$ cat src/rtl/bus_arb_pkg.sv
// Shared types and constants for the two-master data-bus arbiter.
package bus_arb_pkg;

  typedef enum logic [1:0] {
    IDLE    = 2'd0,
    BUSY    = 2'd1,
    RELEASE = 2'd2
  } arb_state_t;

  typedef logic owner_t;

  localparam owner_t OWN_M0 = 1'b0;
  localparam owner_t OWN_M1 = 1'b1;

  localparam logic [15:0] ABORT_DATA_DFLT = 16'hDEAD;

endpackage

$ cat src/rtl/data_bus_arbiter_rr_pick2.sv
// Combinational two-way round-robin picker: on a tie the master not served last wins.
module rr_pick2
  import bus_arb_pkg::*;
(
  input  logic [1:0] req_i,
  input  owner_t     last_i,
  output owner_t     grant_o,
  output logic       valid_o
);

  always_comb begin
    valid_o = |req_i;
    grant_o = OWN_M0;
    if (req_i == 2'b11) begin
      grant_o = owner_t'(~last_i);
    end else if (req_i[1]) begin
      grant_o = OWN_M1;
    end
  end

endmodule

$ cat src/rtl/data_bus_arbiter.sv
// Shares one avalon_bus data port between two request/done masters with
// round-robin grant, one transaction per grant and a watchdog abort.
module data_bus_arbiter
  import bus_arb_pkg::*;
#(
  parameter int                ADDR_W         = 16,
  parameter int                DATA_W         = 16,
  parameter int                TIMEOUT_CYCLES = 1023,
  parameter logic [DATA_W-1:0] ABORT_DATA     = DATA_W'(ABORT_DATA_DFLT)
) (
  input  logic              Clock,
  input  logic              Reset,
  input  logic              M0Read,
  input  logic              M0Write,
  input  logic [ADDR_W-1:0] M0Addr,
  input  logic [DATA_W-1:0] M0WrData,
  output logic [DATA_W-1:0] M0RdData,
  output logic              M0Done,
  input  logic              M1Read,
  input  logic              M1Write,
  input  logic [ADDR_W-1:0] M1Addr,
  input  logic [DATA_W-1:0] M1WrData,
  output logic [DATA_W-1:0] M1RdData,
  output logic              M1Done,
  output logic              BusRead,
  output logic              BusWrite,
  output logic [ADDR_W-1:0] BusAddr,
  output logic [DATA_W-1:0] BusWrData,
  input  logic [DATA_W-1:0] BusRdData,
  input  logic              BusDone,
  output logic              Owner,
  output logic              TimeoutErr
);

  localparam int WD_W = $clog2(TIMEOUT_CYCLES + 1);
  localparam logic [WD_W-1:0] WD_LAST = WD_W'(TIMEOUT_CYCLES - 1);

  arb_state_t        state_q, state_d;
  owner_t            owner_q, owner_d;
  owner_t            last_q, last_d;
  logic              bus_read_q, bus_read_d;
  logic              bus_write_q, bus_write_d;
  logic [ADDR_W-1:0] bus_addr_q, bus_addr_d;
  logic [DATA_W-1:0] bus_wdata_q, bus_wdata_d;
  logic [WD_W-1:0]   wd_q, wd_d;
  logic              terr_q, terr_d;

  logic [1:0]        req;
  owner_t            pick_grant;
  logic              pick_valid;
  logic              finish;
  logic [DATA_W-1:0] rd_val;

  assign req = {M1Read | M1Write, M0Read | M0Write};

  rr_pick2 u_pick (
    .req_i   (req),
    .last_i  (last_q),
    .grant_o (pick_grant),
    .valid_o (pick_valid)
  );

  // The transaction ends on BusDone or on the last watchdog cycle; BusDone wins a tie.
  assign finish = (state_q == BUSY) && (BusDone || (wd_q == WD_LAST));
  assign rd_val = BusDone ? BusRdData : ABORT_DATA;

  always_comb begin
    state_d     = state_q;
    owner_d     = owner_q;
    last_d      = last_q;
    bus_read_d  = bus_read_q;
    bus_write_d = bus_write_q;
    bus_addr_d  = bus_addr_q;
    bus_wdata_d = bus_wdata_q;
    wd_d        = wd_q;
    terr_d      = terr_q;
    case (state_q)
      IDLE: begin
        bus_read_d  = 1'b0;
        bus_write_d = 1'b0;
        if (pick_valid) begin
          state_d = BUSY;
          owner_d = pick_grant;
          wd_d    = '0;
          if (pick_grant == OWN_M1) begin
            bus_addr_d  = M1Addr;
            bus_wdata_d = M1WrData;
            bus_write_d = M1Write;
            bus_read_d  = M1Read & ~M1Write;
          end else begin
            bus_addr_d  = M0Addr;
            bus_wdata_d = M0WrData;
            bus_write_d = M0Write;
            bus_read_d  = M0Read & ~M0Write;
          end
        end
      end
      BUSY: begin
        if (finish) begin
          state_d     = RELEASE;
          bus_read_d  = 1'b0;
          bus_write_d = 1'b0;
          last_d      = owner_q;
          if (!BusDone) begin
            terr_d = 1'b1;
          end
        end else begin
          wd_d = wd_q + WD_W'(1);
        end
      end
      RELEASE: state_d = IDLE;
      default: state_d = IDLE;
    endcase
  end

  always_ff @(posedge Clock or posedge Reset) begin
    if (Reset) begin
      state_q     <= IDLE;
      owner_q     <= OWN_M0;
      last_q      <= OWN_M1;
      bus_read_q  <= 1'b0;
      bus_write_q <= 1'b0;
      bus_addr_q  <= '0;
      bus_wdata_q <= '0;
      wd_q        <= '0;
      terr_q      <= 1'b0;
    end else begin
      state_q     <= state_d;
      owner_q     <= owner_d;
      last_q      <= last_d;
      bus_read_q  <= bus_read_d;
      bus_write_q <= bus_write_d;
      bus_addr_q  <= bus_addr_d;
      bus_wdata_q <= bus_wdata_d;
      wd_q        <= wd_d;
      terr_q      <= terr_d;
    end
  end

  assign M0Done     = finish && (owner_q == OWN_M0);
  assign M1Done     = finish && (owner_q == OWN_M1);
  assign M0RdData   = M0Done ? rd_val : '0;
  assign M1RdData   = M1Done ? rd_val : '0;
  assign BusRead    = bus_read_q;
  assign BusWrite   = bus_write_q;
  assign BusAddr    = bus_addr_q;
  assign BusWrData  = bus_wdata_q;
  assign Owner      = owner_q;
  assign TimeoutErr = terr_q;

endmodule

$ cat config.mk
export PLATFORM = sky130hd
export DESIGN_NAME = data_bus_arbiter
export DESIGN_NICKNAME = d
export VERILOG_FILES = /design/src/rtl/bus_arb_pkg.sv /design/src/rtl/data_bus_arbiter_rr_pick2.sv /design/src/rtl/data_bus_arbiter.sv
export SDC_FILE = /design/constraint.sdc
export NUM_CORES = 1
export LEC_CHECK = 0
export BUFFER_PORTS_ARGS = -buffer_cell sky130_fd_sc_hd__buf_2
export CORE_ASPECT_RATIO = 0.7
export CORE_MARGIN = 2
export CORE_UTILIZATION = 44
export DETAILED_ROUTE_END_ITERATION = 7
export PLACE_DENSITY_LB_ADDON = 0.15
export SLEW_MARGIN = 0
export SYNTH_ARGS = -nofsm -noshare
export SYNTH_HDL_FRONTEND = slang
export SYNTH_SLANG_ARGS = --single-unit
$ cat constraint.sdc
create_clock -name Clock -period 2.43 [get_ports Clock]
set_input_delay 0.243 -clock Clock [delete_from_list [all_inputs] [get_ports Clock]]
set_output_delay 0.243 -clock Clock [all_outputs]
set_load 0.005 [all_outputs]
==> results of run 1 <==
## placed cells by master (no fill, tap or decap), types with 2 or more instances in the layout
master      n
mux2i_1    33
a31oi_1     2
dfrtp_1    48
and2_1     10
nand2b_1    2
clkbuf_8    5
o31ai_1     5
ha_1        2
nand2_1    36
and3_1      2
buf_2     156
buf_12      2
nor2b_1    13
o211ai_1    2
o21ai_0    36
a21oi_1     4
buf_4       4
a31o_2      2
inv_1       9
nor2_1     26
nand3_1     6
and4_1      2
nand4_1     3
## kinds of logic after synthesis
| kind of cell | share of synthesized area (%) |
|---|---|
| and+or+nand+nor | 20.73 |
| AOI/OAI and AO/OA | 13.71 |
| DFF | 46.85 |
| muxes | 12.61 |
| buffers and inverters | 4.823 |
| adders and majority gates | 0.9550 |
| xor gates and xnor gates | 0.3343 |
## power groups by stage
| stage | Combinational, mW | Clock (mW) | Sequential, mW |
|---|---|---|---|
| floorplan | 0.899 | 0 | 1.36 |
| global placement | 1.54 | 0 | 1.33 |
| detailed placement | 1.58 | 0 | 1.34 |
| CTS | 1.58 | 0.601 | 1.33 |
| global route | 1.77 | 0.637 | 1.37 |
| finish | 1.56 | 0.592 | 1.33 |
## layout make-up
type / instances / area (um2) / share of cell area [%]
Multi-Input combinational cell: 206 / 1286 / 35.56
Sequential cell: 49 / 1227 / 33.93
Timing Repair Buffer: 163 / 860.8 / 23.80
Tap cell: 75 / 93.84 / 2.594
Clock buffer: 6 / 72.57 / 2.006
Clock inverter: 2 / 38.79 / 1.072
Inverter: 10 / 37.54 / 1.038
## worst max-delay path: stages, from the launching register on
cell,delay (ns)
dfrtp_1,0.44
inv_1,0.08
ha_1,0.15
and4_1,0.24
a31oi_1,0.14
or3_4,0.42
nor2_1,0.12
buf_2,0.11
## layer usage
metal	wire, um	GRT usage, %	up-vias
li1	-	-	1278
met1	2825	24.86	1113
met2	3122	36.28	97
met3	575	5.109	9
met4	86	7.143	0
met5	0	0	-
## timing repair
action,CTS,global route
endpoints found under the hold margin,14,0
resized for setup,0,2
hold buffers,1,0
endpoints found under the setup margin,0,18
## how the worst min path moves through the flow
stage | from | endpoint | slack (ns) | cells past startpoint
after global placement | Reset | BusWrData[14]$_DFFE_PP0P_ | 0.22 | 2
after detailed placement | Reset | BusWrData[7]$_DFFE_PP0P_ | 0.23 | 2
after global routing | M1WrData[10] | BusWrData[10]$_DFFE_PP0P_ | 0.23 | 3
final | M1Addr[10] | BusAddr[10]$_DFFE_PP0P_ | 0.22 | 3
after CTS | M1WrData[8] | BusWrData[8]$_DFFE_PP0P_ | 0.22 | 3
after floorplan | BusDone | state_q[1]$_DFFE_PP0P_ | 0.43 | 2
## flip-flops by register name, indices dropped and copies added, names as in the netlist
register	count
TimeoutErr	1
BusRead	1
wd_q	10
BusAddr	16
state_q	2
BusWrData	16
last_q	1
Owner	1
BusWrite	1
==> results.json, run 1 <==
{
  "drtIter0Drc": 76,
  "avgSynthCellArea_um2": 9.324,
  "yosysMostFrequentCell": "dfrtp_1",
  "gp_congestion": 0.7850,
  "grt_use_total_pct": 20.57,
  "coreArea_um2": 5727,
  "status": "finished, final reports clean",
  "r2r_end": "wd_q[7]$_DFFE_PP0P_",
  "setup_viol": 0,
  "fillers": 511,
  "setup_ws_ns": 0.1860,
  "synth_ff_type": "dfrtp_1",
  "grt-ovfl-total": 0,
  "via_per_inst": 4.886,
  "worst_slew_pin_slew_ns": 0.5644,
  "required_ns": 2.19,
  "crit_path_start": "wd_q[0]$_DFFE_PP0P_",
  "synth_edf_count": 0,
  "p_per_area_nw_per_um2": 963.4,
  "drtAntennaViolNets": 0,
  "synthCells": 281,
  "yosysTopAreaCellShare_pct": 45.85,
  "synth-seq-cells": 49,
  "grt_pass1_wl_mm": 10.30,
  "worstHoldPathType": "in -> reg",
  "critPathArrivalTime_ns": 2.00,
  "start_util_pct": 45.75,
  "die_area_um2": 6598,
  "static-leakage-power_nw": 1.998,
  "rsz0062_at_grt": "false",
  "final_util_pct": 63.16,
  "place_area_um2": 3486,
  "period_share_pct": 92.35,
  "yosys.area.top_type": "dfrtp_1",
  "dr.pass1.iters": 4,
  "synthesis.area_um2": 2620,
  "clock_skew_ns": 0.008540,
  "worst-path-max-fanout": 13,
  "die_h_um": 68.56,
  "fin_area_um2": 3617,
  "async_flop_share_pct": 100.0,
  "period_needed_ns": 2.244,
  "rows": 23,
  "n_antenna_cell": 0,
  "worstSetupStartpointType": "flop",
  "post_cts_buffers": 0,
  "rr_worst_depth": 7,
  "max_freq_mhz": 445.6,
  "hold_ws_ns": 0.2193,
  "clk_latency_ns": 0.30,
  "final_max_slew_viol_count": 0,
  "wl_per_cell_um": 12.93,
  "die_x_um": 96.23,
  "rrSetupSlack_ns": 0.63,
  "r2r-start": "wd_q[0]$_DFFE_PP0P_",
  "cts.sinks": 49,
  "ir_worst_vdd_mv": 0.4599,
  "synth_top_cells_by_count": "dfrtp_1 (48), nand2_1 (37), o21ai_0 (36)",
  "synth_fp_nets": 370,
  "cts_buffers": 5,
  "power.switching_mw": 1.305,
  "p_sw_share_pct": 37.45,
  "io_buffers": 156,
  "tritoncts": "yes",
  "path_clk_slew_ns": 0.09,
  "p_total_mw": 3.485,
  "antenna_found_initial": 0,
  "comb_power_share_pct": 44.8,
  "stdcell_count": 511,
  "vias": 2497,
  "ios": 157,
  "clock_tree.buffer_depth": 2,
  "ys_warn_count": 0,
  "place_inst": 502,
  "drv_cap": 0,
  "dp_hpwl_mm": 5.160,
  "p_seq_share_pct": 38.2,
  "ys_top_cells_by_area": "dfrtp_1 (46%), mux2i_1 (13%), o21ai_0 (6.9%)",
  "layout-drive-gt1-share_pct": 41.51,
  "critical_path_class": "reg -> out",
  "synth.distinct_cells": 41,
  "tns_ns": 0,
  "grt_pass1_vias": 2227,
  "yosysSeqAreaShare_pct": 46.85,
  "endpoint": "M0RdData[14]",
  "htree_levels": 2,
  "place_ws_ns": 0.4019,
  "root_buffer": "clkbuf_8",
  "routed_wl_mm": 6.608,
  "cp-end-kind": "primary output",
  "intPower_mw": 2.180,
  "grt_max_degree": 47,
  "max-slew-margin-rel_pct": 62.23,
  "p_clk_share_pct": 17.0,
  "final_nets": 524,
  "hold_violations": 0,
  "areaGrowthSynthToFinish_pct": 38.06,
  "drc_errors": 0
}
Power figures use the tool's default switching activity.
==> run 2: changes to the inputs <==
--- a/config.mk
+++ b/config.mk
@@ -7,7 +7,6 @@
 export LEC_CHECK = 0
 export BUFFER_PORTS_ARGS = -buffer_cell sky130_fd_sc_hd__buf_2
 export CORE_ASPECT_RATIO = 0.7
-export CORE_MARGIN = 2
 export CORE_UTILIZATION = 44
 export DETAILED_ROUTE_END_ITERATION = 7
 export PLACE_DENSITY_LB_ADDON = 0.15
==> results.json, run 2 (synthesis gave the netlist of run 1 again) <==
{
  "status": "finished, final reports clean",
  "final_nets": 522,
  "gp_congestion": 0.7528,
  "fin_area_um2": 3563,
  "htree_levels": 2,
  "clock_skew_ns": 0.007213,
  "critical_path_class": "reg -> out",
  "r2r_end": "wd_q[7]$_DFFE_PP0P_",
  "final_cell_mix": "buf_2 (156), dfrtp_1 (48), o21ai_0 (36), nand2_1 (36), mux2i_1 (33)",
  "critPathArrivalTime_ns": 1.99,
  "setup_viol": 0,
  "areaGrowthSynthToFinish_pct": 36.01,
  "dr.pass1.iters": 4,
  "tritoncts": "yes",
  "drc_errors": 0,
  "die_area_um2": 6272,
  "crit_path_start": "wd_q[0]$_DFFE_PP0P_",
  "tns_ns": 0,
  "die_x_um": 94.23,
  "r2r-start": "wd_q[0]$_DFFE_PP0P_",
  "grt-ovfl-total": 0,
  "worst_slew_pin_slew_ns": 0.6088,
  "drtAntennaViolNets": 0,
  "required_ns": 2.19,
  "dp_hpwl_mm": 4.833,
  "rsz0062_at_grt": "false",
  "io_buffers": 156,
  "worst-path-max-fanout": 13,
  "final_util_pct": 62.22,
  "drtIter0Drc": 110,
  "max-slew-margin-rel_pct": 59.41,
  "root_buffer": "clkbuf_8",
  "die_h_um": 66.56,
  "n_antenna_cell": 0,
  "cts.sinks": 49,
  "p_per_area_nw_per_um2": 936.6,
  "start_util_pct": 45.75,
  "ir_worst_vdd_mv": 0.5349,
  "antenna_found_initial": 0,
  "period_needed_ns": 2.230,
  "grt_use_total_pct": 20.91,
  "coreArea_um2": 5727,
  "worstHoldPathType": "in -> async",
  "grt_pass1_wl_mm": 10.09,
  "vias": 2478,
  "drv_cap": 0,
  "layout-drive-gt1-share_pct": 41.47,
  "clk_latency_ns": 0.29,
  "final_common_cell": "buf_2",
  "rows": 23,
  "rrSetupSlack_ns": 0.66,
  "via_per_inst": 4.868,
  "clock_tree.buffer_depth": 2,
  "grt_pass1_vias": 2237,
  "cts_buffers": 5,
  "max_freq_mhz": 448.4,
  "path_clk_slew_ns": 0.09,
  "ctsHoldBuffers": 0,
  "period_share_pct": 91.78,
  "rr_worst_depth": 7,
  "wl_per_cell_um": 12.47,
  "static-leakage-power_nw": 1.966,
  "routed_wl_mm": 6.347,
  "worstSetupStartpointType": "flop",
  "final_max_slew_viol_count": 0,
  "cp-end-kind": "primary output",
  "ios": 157,
  "hold_violations": 0,
  "place_area_um2": 3466,
  "grt_max_degree": 50
}
[run 2: changes by cell type in the layout (fill, tap and decap cells not counted)]
cell and change:
buf_12 -1, bufinv_16 -1, clkinv_4 -1, clkinvlp_4 +2, dlygate4sd3_1 -1
[run 2: what timing repair did]
action	CTS	global route
buffers inserted	0	0
endpoints found under the setup margin	0	16
resized for setup	0	2
[run 2: worst max-delay path by stage]
stage,end,slack (ns)
detailed placement,M0RdData[2],0.40
floorplan,M0RdData[10],0.60
global placement,M0RdData[9],0.46
finish,M0RdData[2],0.20
CTS,M0RdData[2],0.06
global route,M0RdData[11],0.01
[run 2: where the power goes]
part | total, mW | switching [mW] | internal (mW)
clock | 0.464 | 0.261 | 0.203
combinational | 1.54 | 0.833 | 0.710
sequential | 1.33 | 0.185 | 1.15
total | 3.34 | 1.28 | 2.06
[run 2: per-layer routing]
metal / global-route usage (%) / vias to the layer above / wire length [um]
met5: 0 / - / 0
met4: 4.615 / 0 / 43
met3: 4.338 / 4 / 389
met2: 37.95 / 88 / 3030
met1: 25.58 / 1113 / 2884
li1: - / 1273 / -
[run 2: final cells by class]
| type | count | area [um2] |
|---|---|---|
| clock buffer | 6 | 72.57 |
| clock inverter | 2 | 15.01 |
| fill | 528 | 2163 |
| inverter | 10 | 37.54 |
| multi-input combinational | 206 | 1286 |
| sequential | 49 | 1227 |
| tap | 75 | 93.84 |
| timing repair buffer | 161 | 830.8 |
[run 2: critical path: stages (launching register included)]
cell and delay [ns]:
dfrtp_1 0.43, inv_1 0.07, ha_1 0.16, and4_1 0.23, a31oi_1 0.13, or3_4 0.42, nor2_1 0.12, buf_2 0.11
[run 2: through the flow]
| stage | hold WS, ns | power [mW] | cells | setup slack (ns) |
|---|---|---|---|---|
| final | 0.08812 | 3.337 | 509 | 0.1996 |
| after global routing | 0.1388 | 3.667 | 509 | 0.01105 |
| after CTS | 0.1145 | 3.380 | 509 | 0.06318 |
| after detailed placement | 0.4375 | 2.909 | 501 | 0.4043 |
| after global placement | 0.4365 | 2.854 | 501 | 0.4598 |
| after floorplan | 0.4280 | 2.262 | 281 | 0.6037 |
